`src/rtl/tw_sched_if.sv`:
```
// Handshake bundle between a stage's control path and its twiddle scheduler.
// The master drives frame control and beats; the slave returns the ROM address, mode and aligned valid/phase.
interface tw_sched_if #(
  parameter int LOGN = 12
) ();
  logic            start;
  logic            intt;
  logic            in_valid;
  logic [LOGN-1:0] tw_raddr;
  logic            tw_intt;
  logic            tw_valid;
  logic            tw_phase;
  logic            busy;
  logic            done;

  modport master (
    output start, intt, in_valid,
    input  tw_raddr, tw_intt, tw_valid, tw_phase, busy, done
  );

  modport slave (
    input  start, intt, in_valid,
    output tw_raddr, tw_intt, tw_valid, tw_phase, busy, done
  );
endinterface

```
`src/rtl/tw_sched.sv`:
```
// Per-stage twiddle scheduler: turns a frame of streamed beats into twiddle ROM addresses
// plus a valid/phase pipeline aligned with the ROM wrapper's output.
module tw_sched #(
  parameter int LOGN       = 12,
  parameter int STAGE      = 0,
  parameter int DELAY_BROM = 2
) (
  input logic       clk,
  input logic       rst_n,
  tw_sched_if.slave bus
);
  localparam int LAT = DELAY_BROM + 1;
  localparam int DW  = $clog2(LAT + 1);
  localparam logic [LOGN-1:0] MASK = LOGN'((1 << STAGE) - 1);

  localparam logic [1:0] IDLE  = 2'd0;
  localparam logic [1:0] RUN   = 2'd1;
  localparam logic [1:0] DRAIN = 2'd2;

  logic [1:0]      state;
  logic [LOGN-1:0] cnt;
  logic [LOGN-1:0] raddr;
  logic            mode;
  logic            done_r;
  logic [DW-1:0]   drain_cnt;
  logic            iss_v;
  logic            iss_p;
  logic [LAT-1:0]  pipe_v;
  logic [LAT-1:0]  pipe_p;
  logic            accept;

  assign accept = (state == RUN) && bus.in_valid;

  // The issue stage sits alongside tw_raddr; the LAT stages behind it track the wrapper latency.
  // Phase is masked at entry so it is already zero wherever valid is zero.
  always_ff @(posedge clk) begin
    if (!rst_n) begin
      iss_v  <= 1'b0;
      iss_p  <= 1'b0;
      pipe_v <= '0;
      pipe_p <= '0;
    end else begin
      iss_v     <= accept;
      iss_p     <= accept & cnt[STAGE];
      pipe_v[0] <= iss_v;
      pipe_p[0] <= iss_p;
      for (int i = 1; i < LAT; i++) begin
        pipe_v[i] <= pipe_v[i-1];
        pipe_p[i] <= pipe_p[i-1];
      end
    end
  end

  always_ff @(posedge clk) begin
    if (!rst_n) begin
      state     <= IDLE;
      cnt       <= '0;
      raddr     <= '0;
      mode      <= 1'b0;
      done_r    <= 1'b0;
      drain_cnt <= '0;
    end else begin
      done_r <= 1'b0;
      case (state)
        IDLE: begin
          if (bus.start) begin
            mode  <= bus.intt;
            cnt   <= '0;
            state <= RUN;
          end
        end
        RUN: begin
          if (bus.in_valid) begin
            raddr <= cnt & MASK;
            cnt   <= cnt + LOGN'(1);
            if (cnt == {LOGN{1'b1}}) begin
              state     <= DRAIN;
              drain_cnt <= DW'(LAT);
            end
          end
        end
        DRAIN: begin
          // done is registered one cycle early so it lands with the last issued bit at the output.
          if (drain_cnt == DW'(1)) done_r <= 1'b1;
          if (drain_cnt == '0) state <= IDLE;
          else drain_cnt <= drain_cnt - DW'(1);
        end
        default: state <= IDLE;
      endcase
    end
  end

  assign bus.tw_raddr = raddr;
  assign bus.tw_intt  = mode;
  assign bus.tw_valid = pipe_v[LAT-1];
  assign bus.tw_phase = pipe_p[LAT-1];
  assign bus.busy     = (state != IDLE);
  assign bus.done     = done_r;
endmodule

```
`src/flat_wrapper.sv`:
```
// flat-port wrapper written by rule: the top's interface ports become plain ports
module tw_sched_flat 
#(
  parameter int LOGN       = 12,
  parameter int STAGE      = 0,
  parameter int DELAY_BROM = 2
)
  (clk, rst_n, bus_start, bus_intt, bus_in_valid, bus_tw_raddr, bus_tw_intt, bus_tw_valid, bus_tw_phase, bus_busy, bus_done);
  tw_sched_if #(.LOGN(LOGN)) bus_i ();
  input logic clk;
  input logic rst_n;
  input wire logic [$bits(bus_i.start)-1:0] bus_start;
  input wire logic [$bits(bus_i.intt)-1:0] bus_intt;
  input wire logic [$bits(bus_i.in_valid)-1:0] bus_in_valid;
  output wire logic [$bits(bus_i.tw_raddr)-1:0] bus_tw_raddr;
  output wire logic [$bits(bus_i.tw_intt)-1:0] bus_tw_intt;
  output wire logic [$bits(bus_i.tw_valid)-1:0] bus_tw_valid;
  output wire logic [$bits(bus_i.tw_phase)-1:0] bus_tw_phase;
  output wire logic [$bits(bus_i.busy)-1:0] bus_busy;
  output wire logic [$bits(bus_i.done)-1:0] bus_done;
  assign bus_i.start = bus_start;
  assign bus_i.intt = bus_intt;
  assign bus_i.in_valid = bus_in_valid;
  assign bus_tw_raddr = bus_i.tw_raddr;
  assign bus_tw_intt = bus_i.tw_intt;
  assign bus_tw_valid = bus_i.tw_valid;
  assign bus_tw_phase = bus_i.tw_phase;
  assign bus_busy = bus_i.busy;
  assign bus_done = bus_i.done;
  tw_sched #(.LOGN(LOGN), .STAGE(STAGE), .DELAY_BROM(DELAY_BROM)) u_core (.clk(clk), .rst_n(rst_n), .bus(bus_i));
endmodule
```
`config.mk`:
```
export PLATFORM = sky130hd
export DESIGN_NAME = tw_sched_flat
export DESIGN_NICKNAME = d
export VERILOG_FILES = /design/src/rtl/tw_sched_if.sv /design/src/rtl/tw_sched.sv /design/src/flat_wrapper.sv
export SDC_FILE = /design/constraint.sdc
export NUM_CORES = 1
export LEC_CHECK = 0
export ABC_AREA = 1
export CORE_ASPECT_RATIO = 2
export CORE_MARGIN = 1.5
export CORE_UTILIZATION = 40
export DETAILED_ROUTE_END_ITERATION = 6
export PLACE_DENSITY_LB_ADDON = 0.08
export SYNTH_ARGS = -nofsm -noshare
export SYNTH_HDL_FRONTEND = slang
export SYNTH_SLANG_ARGS = --single-unit
```
`constraint.sdc`:
```
create_clock -name clk -period 3.4 [get_ports clk]
set_input_delay 0.68 -clock clk [delete_from_list [all_inputs] [get_ports clk]]
set_output_delay 0.68 -clock clk [all_outputs]
set_load 0.1 [all_outputs]
```
Word-level counts from Yosys, hierarchy flattened --
Index checks and enable logic that the tools add are counted.
Cells by class: add/sub/neg operators 2, $mul 0, divide/modulo/power cells 0, order comparisons 0, equality and inequality tests 9, shift-type cells 0, muxes and demuxes 13, bitwise operators 1, reductions and logical operators 11
Operator list (count):
- 12-bit two-way mux | 2
- 12-bit case mux with 2 select lines | 1
- 2-bit two-way mux | 7
- 12-bit by 1-bit adder with 12-bit output, second input constant | 1
- 12-bit equality test, second input constant | 1
- 2-bit inequality test, second input constant | 4
- 4-bit AND reduction | 2
- 2-bit case mux with 3 select lines | 1
- 2-bit nonzero test | 3
- 2-bit by 1-bit equality test with 1-bit output, second input constant | 2
- 2-bit zero test | 2
- 2-bit case mux with 2 select lines | 1
- 2-bit AND reduction | 2
- 3-bit AND reduction | 1
- 2-bit equality test, second input constant | 1
- 2-bit by 1-bit inequality test with 1-bit output, second input constant | 1
- 2-bit by 1-bit subtractor with 2-bit output, second input constant | 1
- 1-bit bitwise AND | 1
- 1-bit logical AND | 1
- 1-bit two-way mux | 1
Word-level totals: bits in registers 26, latch bits 0, memory bits (writable) 0, bits in read-only memories 0, word-level logic and storage cells 45, memories kept 0

Longest topological paths before layout --
depth in word-level cells 4, depth in mapped cells 8, gate-level depth less buffers 8

Least setup slack after synthesis --
No wires, ideal clock.
path type register -> output, start reg u_core.state[0], end out bus_busy, arrival time 1.029 ns, data required time 2.720 ns, slack 1.691 ns, stages on the path, launching flop included 3, buffers on the path 0, path through dfxtp_1 -> nor2_2 -> inv_1
Between the ends: word-level cells in the longest chain between the ends 1
Ends and longest elaborated chain:
- start, declared | line tw_sched.sv:20 | logic [1:0] state;
- start signal, assigned | line tw_sched.sv:56 | state <= IDLE;
- start signal, assigned | line tw_sched.sv:69 | state <= RUN;
- start signal, assigned | line tw_sched.sv:77 | state <= DRAIN;
- 2-bit nonzero test | line tw_sched.sv:97 | assign bus.busy = (state != IDLE);
- end, declared | line flat_wrapper.sv:19 | output wire logic [$bits(bus_i.busy)-1:0] bus_busy;
Every way passes these cells.

Final worst setup path --
start reg u_core.mode, in the netlist u_core.bus.tw_intt, end out bus_tw_intt
RTL lines:
- start, declared | line tw_sched.sv:23 | logic mode;
- start signal, assigned | line tw_sched.sv:67 | mode <= bus.intt;
- end, declared | line flat_wrapper.sv:16 | output wire logic [$bits(bus_i.tw_intt)-1:0] bus_tw_intt;
No word-level cell between the ends.

==> results.txt <==
- Final period utilization: 0.710
- In the synthesized netlist, the number of instances is 177.
- For this design the top-level I/O count stands at 22.
- The max-slew violation count came to 0.
* Fraction of synthesis flops using an asynchronous set or reset pin: 0
* Final core area utilization: 0.466
- Wire length of the first global-routing pass: 3860 µm
* Count of flip-flops with a built-in enable after synthesis: 0
- The die covers 3530 µm².
* Crit-path slowest cell: sky130_fd_sc_hd__clkdlybuf4s50_1
- Proportion of synthesized chip area in sequential cells: 0.412
- Crit-path max cell delay: 1.13 ns
- Max Freq: 414 MHz
- Counting along the longest clock path gives a buffer depth of 2.
* Starting utilization of the core area: 0.424
- Via count of the first global-routing pass: 951
* Number of logic stages on the critical path including buffering: 1
* Count of max-cap constraint violations: 0
* Leading post-synthesis cells by cell area: sky130_fd_sc_hd__dfxtp_1 41%, sky130_fd_sc_hd__nand2_1 12%, sky130_fd_sc_hd__inv_1 8.9%, sky130_fd_sc_hd__buf_4 7.1%, sky130_fd_sc_hd__nor2_1 6.8%
- Setup violators final: 0
- After synthesis, the netlist uses 23 different library cells.
- For this design, the sink count on the clock tree is 26.
- Inserted Diodes: 0
* Post-CTS setup buffer count: 0
- Cell at the root of the clock tree: sky130_fd_sc_hd__clkbuf_8
- The detail route stage leaves a number of antenna-violating nets equal to 0.
- Across every metal layer, demand over resource in global routing totals 0.144.
- Fraction of layout cells with a size suffix above 1: 0.0695
- Averaged over all synthesized cells, the footprint is 7.14 µm².
* Peak ir drop on the vdd network: 0.000252 V
- The critical path goes through clkdlybuf4s50_1.
* Clock tree from TritonCTS: done
- Reg clk slew, reported paths: 0.09 ns
- Routability congestion estimate from global placement: 0.814
* Final clock skew: 0.00215 ns
- The later pin in the worst-skew pair is clocked with a latency of 0.27 ns.
- By count the netlist is led by 40 x sky130_fd_sc_hd__nand2_1, 30 x sky130_fd_sc_hd__inv_1, 26 x sky130_fd_sc_hd__dfxtp_1, 23 x sky130_fd_sc_hd__nor2_1, 12 x sky130_fd_sc_hd__buf_4.
- Hold WS: 0.423 ns
- Die Y: 82.5 µm
- Minimum setup slack in the final design: 0.985 ns
* Pin count of the biggest net entering global routing: 16
* Post-cts sizing count: 0
- Overall overflow remaining after global route: 0
- Most frequent cell after synthesis: sky130_fd_sc_hd__nand2_1
- Count of final hold-check violations: 0
- In this run the worst setup path begins at u_core.bus.tw_intt.
- Using the TritonRoute via totals, the vias-per-cell ratio works out to 4.58.
* Leakage: 0.673 nW
- Average wire length per cell after detail routing: 10.7 µm
- The die is 42.7 µm wide.
* Critical path buffers and inverters: 1
- Timing analysis after detailed placement gives a worst setup slack of 1.28 ns.
- Critical path type: reg2out
* Cell type contributing the most total cell area after synthesis: sky130_fd_sc_hd__dfxtp_1
- Port bufs: 9
- The number of antenna violations at the first check in global routing came to 0.
* Netlist Area Pre-Place: 1260 µm²
* Cts hold-fix bufs: 0
* Total clock buffers created by CTS: 3
- The final layout contains 196 nets.
- The wire-length estimate of the detail-placed layout is 1820 µm.
- Area of the core: 2980 µm²
- Top cell family by delay on the critical path: buffers and inverters
* Startpoint class of the critical path: flip-flop
- DR DRC count: 0
- The first detailed-routing pass ran for 3 iterations.
* Flip-flop and latch count after synthesis: 26
- Measured in cells, the most critical reg-to-reg path has a length of 7.
* Data arrival time at the worst-slack endpoint: 1.74 ns
- Via count of the routed design: 994
- In this run the power density over the cells is 492 nW/µm².
- The worst register-to-register path begins at u_core.cnt[1].
- The worst pin sits at a relative slew slack of 0.357.
* Hold Path Depth: 2
* Startpoint of the lowest-slack hold path: u_core.iss_p
- Share of the synthesized area in the top cell type: 0.412
- In this run the worst hold path is classified as reg2reg.
- H-tree depth: 1
- STA puts the critical path data required time at 2.72 ns.
- Setup repair after global routing missed its margin: false
- The worst setup path is captured at an output port.
- Placement Rows: 28
* Count of routing violations after the opening detailed-route iteration: 8
- At the pin with the least slew margin, the transition time is 0.962 ns.
* Largest driver fanout on the critical path: 2
* Post-route setup TNS: 0 ns
- Post-synthesis to final-layout area growth: 9.80%
- Result of the run: finished, final reports clean
- The worst path in the final design needs a cycle of 2.42 ns, including I/O delays and setup.
- The final layout contains routed wiring with a total length of 2320 µm.
* Top FF cell, synth: sky130_fd_sc_hd__dfxtp_1
- Synth warnings: 0
power breakdown:
part	internal [mW]	switching, mW	leakage, nW
Combinational	0.0154	0.0971	0.427
Clock	0.158	0.0987	0.0357
Sequential	0.310	0.00370	0.210
logic make-up (layout without fill, tap and decap cells):
logic type      after synthesis  in the layout  synth area share
other cells                   1             12           0.00297
xor+xnor                      1              1           0.00693
fa+ha+maj                     3              3            0.0297
compound gates               13             13            0.0515
buf+inv                      45             44             0.182
flops                        26             26             0.412
simple gates                 88             88             0.315
path summary, 6_finish.rpt:
path	to	slack, ns
worst max-delay path	bus_tw_intt	0.98
worst min-delay path	u_core.pipe_p[0]	0.42
worst max register to register	u_core.cnt[8]	2.03
worst min register to register	u_core.pipe_p[0]	0.42
through the flow:
step           instances  power (mW)  instance area, µm²
3_3_place_gp         213       0.432                1320
5_1_grt              217       0.705                1390
6_report             217       0.682                1390
2_1_floorplan        188       0.433                1310
4_1_cts              217       0.687                1390
3_5_place_dp         213       0.433                1320
sequential cells by signal (all words and copies together) (netlist names):
name                cells
u_core.iss_v            1
u_core.bus.tw_intt      1
u_core.iss_p            1
u_core.cnt             12
u_core.state            2
u_core.pipe_p           3
u_core.pipe_v           3
u_core.bus.done         1
u_core.drain_cnt        2
metal layers:
metal / vias to the layer above / GRT usage / share of wire
li1: 538 / - / -
met1: 438 / 0.138 / 0.39
met2: 13 / 0.288 / 0.57
met3: 5 / 0.0217 / 0.026
met4: 0 / 0.0656 / 0.017
met5: - / 0 / 0
worst min-delay path: stages, from the launching register on:
cell                      delay, ns
sky130_fd_sc_hd__dfxtp_1       0.32
sky130_fd_sc_hd__nand2_1       0.04
sky130_fd_sc_hd__inv_1         0.04
layout by cell type, fill, tap and decap left out, types with 2 or more instances in the layout:
master	netlist	routed
sky130_fd_sc_hd__clkbuf_8	0	3
sky130_fd_sc_hd__nor3_1	3	3
sky130_fd_sc_hd__nand3_1	7	7
sky130_fd_sc_hd__nor2_1	23	23
sky130_fd_sc_hd__a21oi_1	9	9
sky130_fd_sc_hd__nand4_1	7	7
sky130_fd_sc_hd__conb_1	1	12
sky130_fd_sc_hd__dfxtp_1	26	26
sky130_fd_sc_hd__nand3_2	2	2
sky130_fd_sc_hd__clkdlybuf4s50_1	0	8
sky130_fd_sc_hd__ha_1	3	3
sky130_fd_sc_hd__nand2_1	40	40
sky130_fd_sc_hd__o21ai_0	3	3
sky130_fd_sc_hd__inv_1	30	30
sky130_fd_sc_hd__nand2_2	2	2
area by class of cell:
class	instances	area, µm²
Multi-Input combinational cell	117	554
Timing Repair Buffer	9	87.6
Inverter	31	116
Clock buffer	3	41.3
Clock inverter	1	30.0
Tap cell	30	37.5
Fill cell	311	1590
Sequential cell	26	520
No activity file was read; power rests on OpenSTA's default activity.
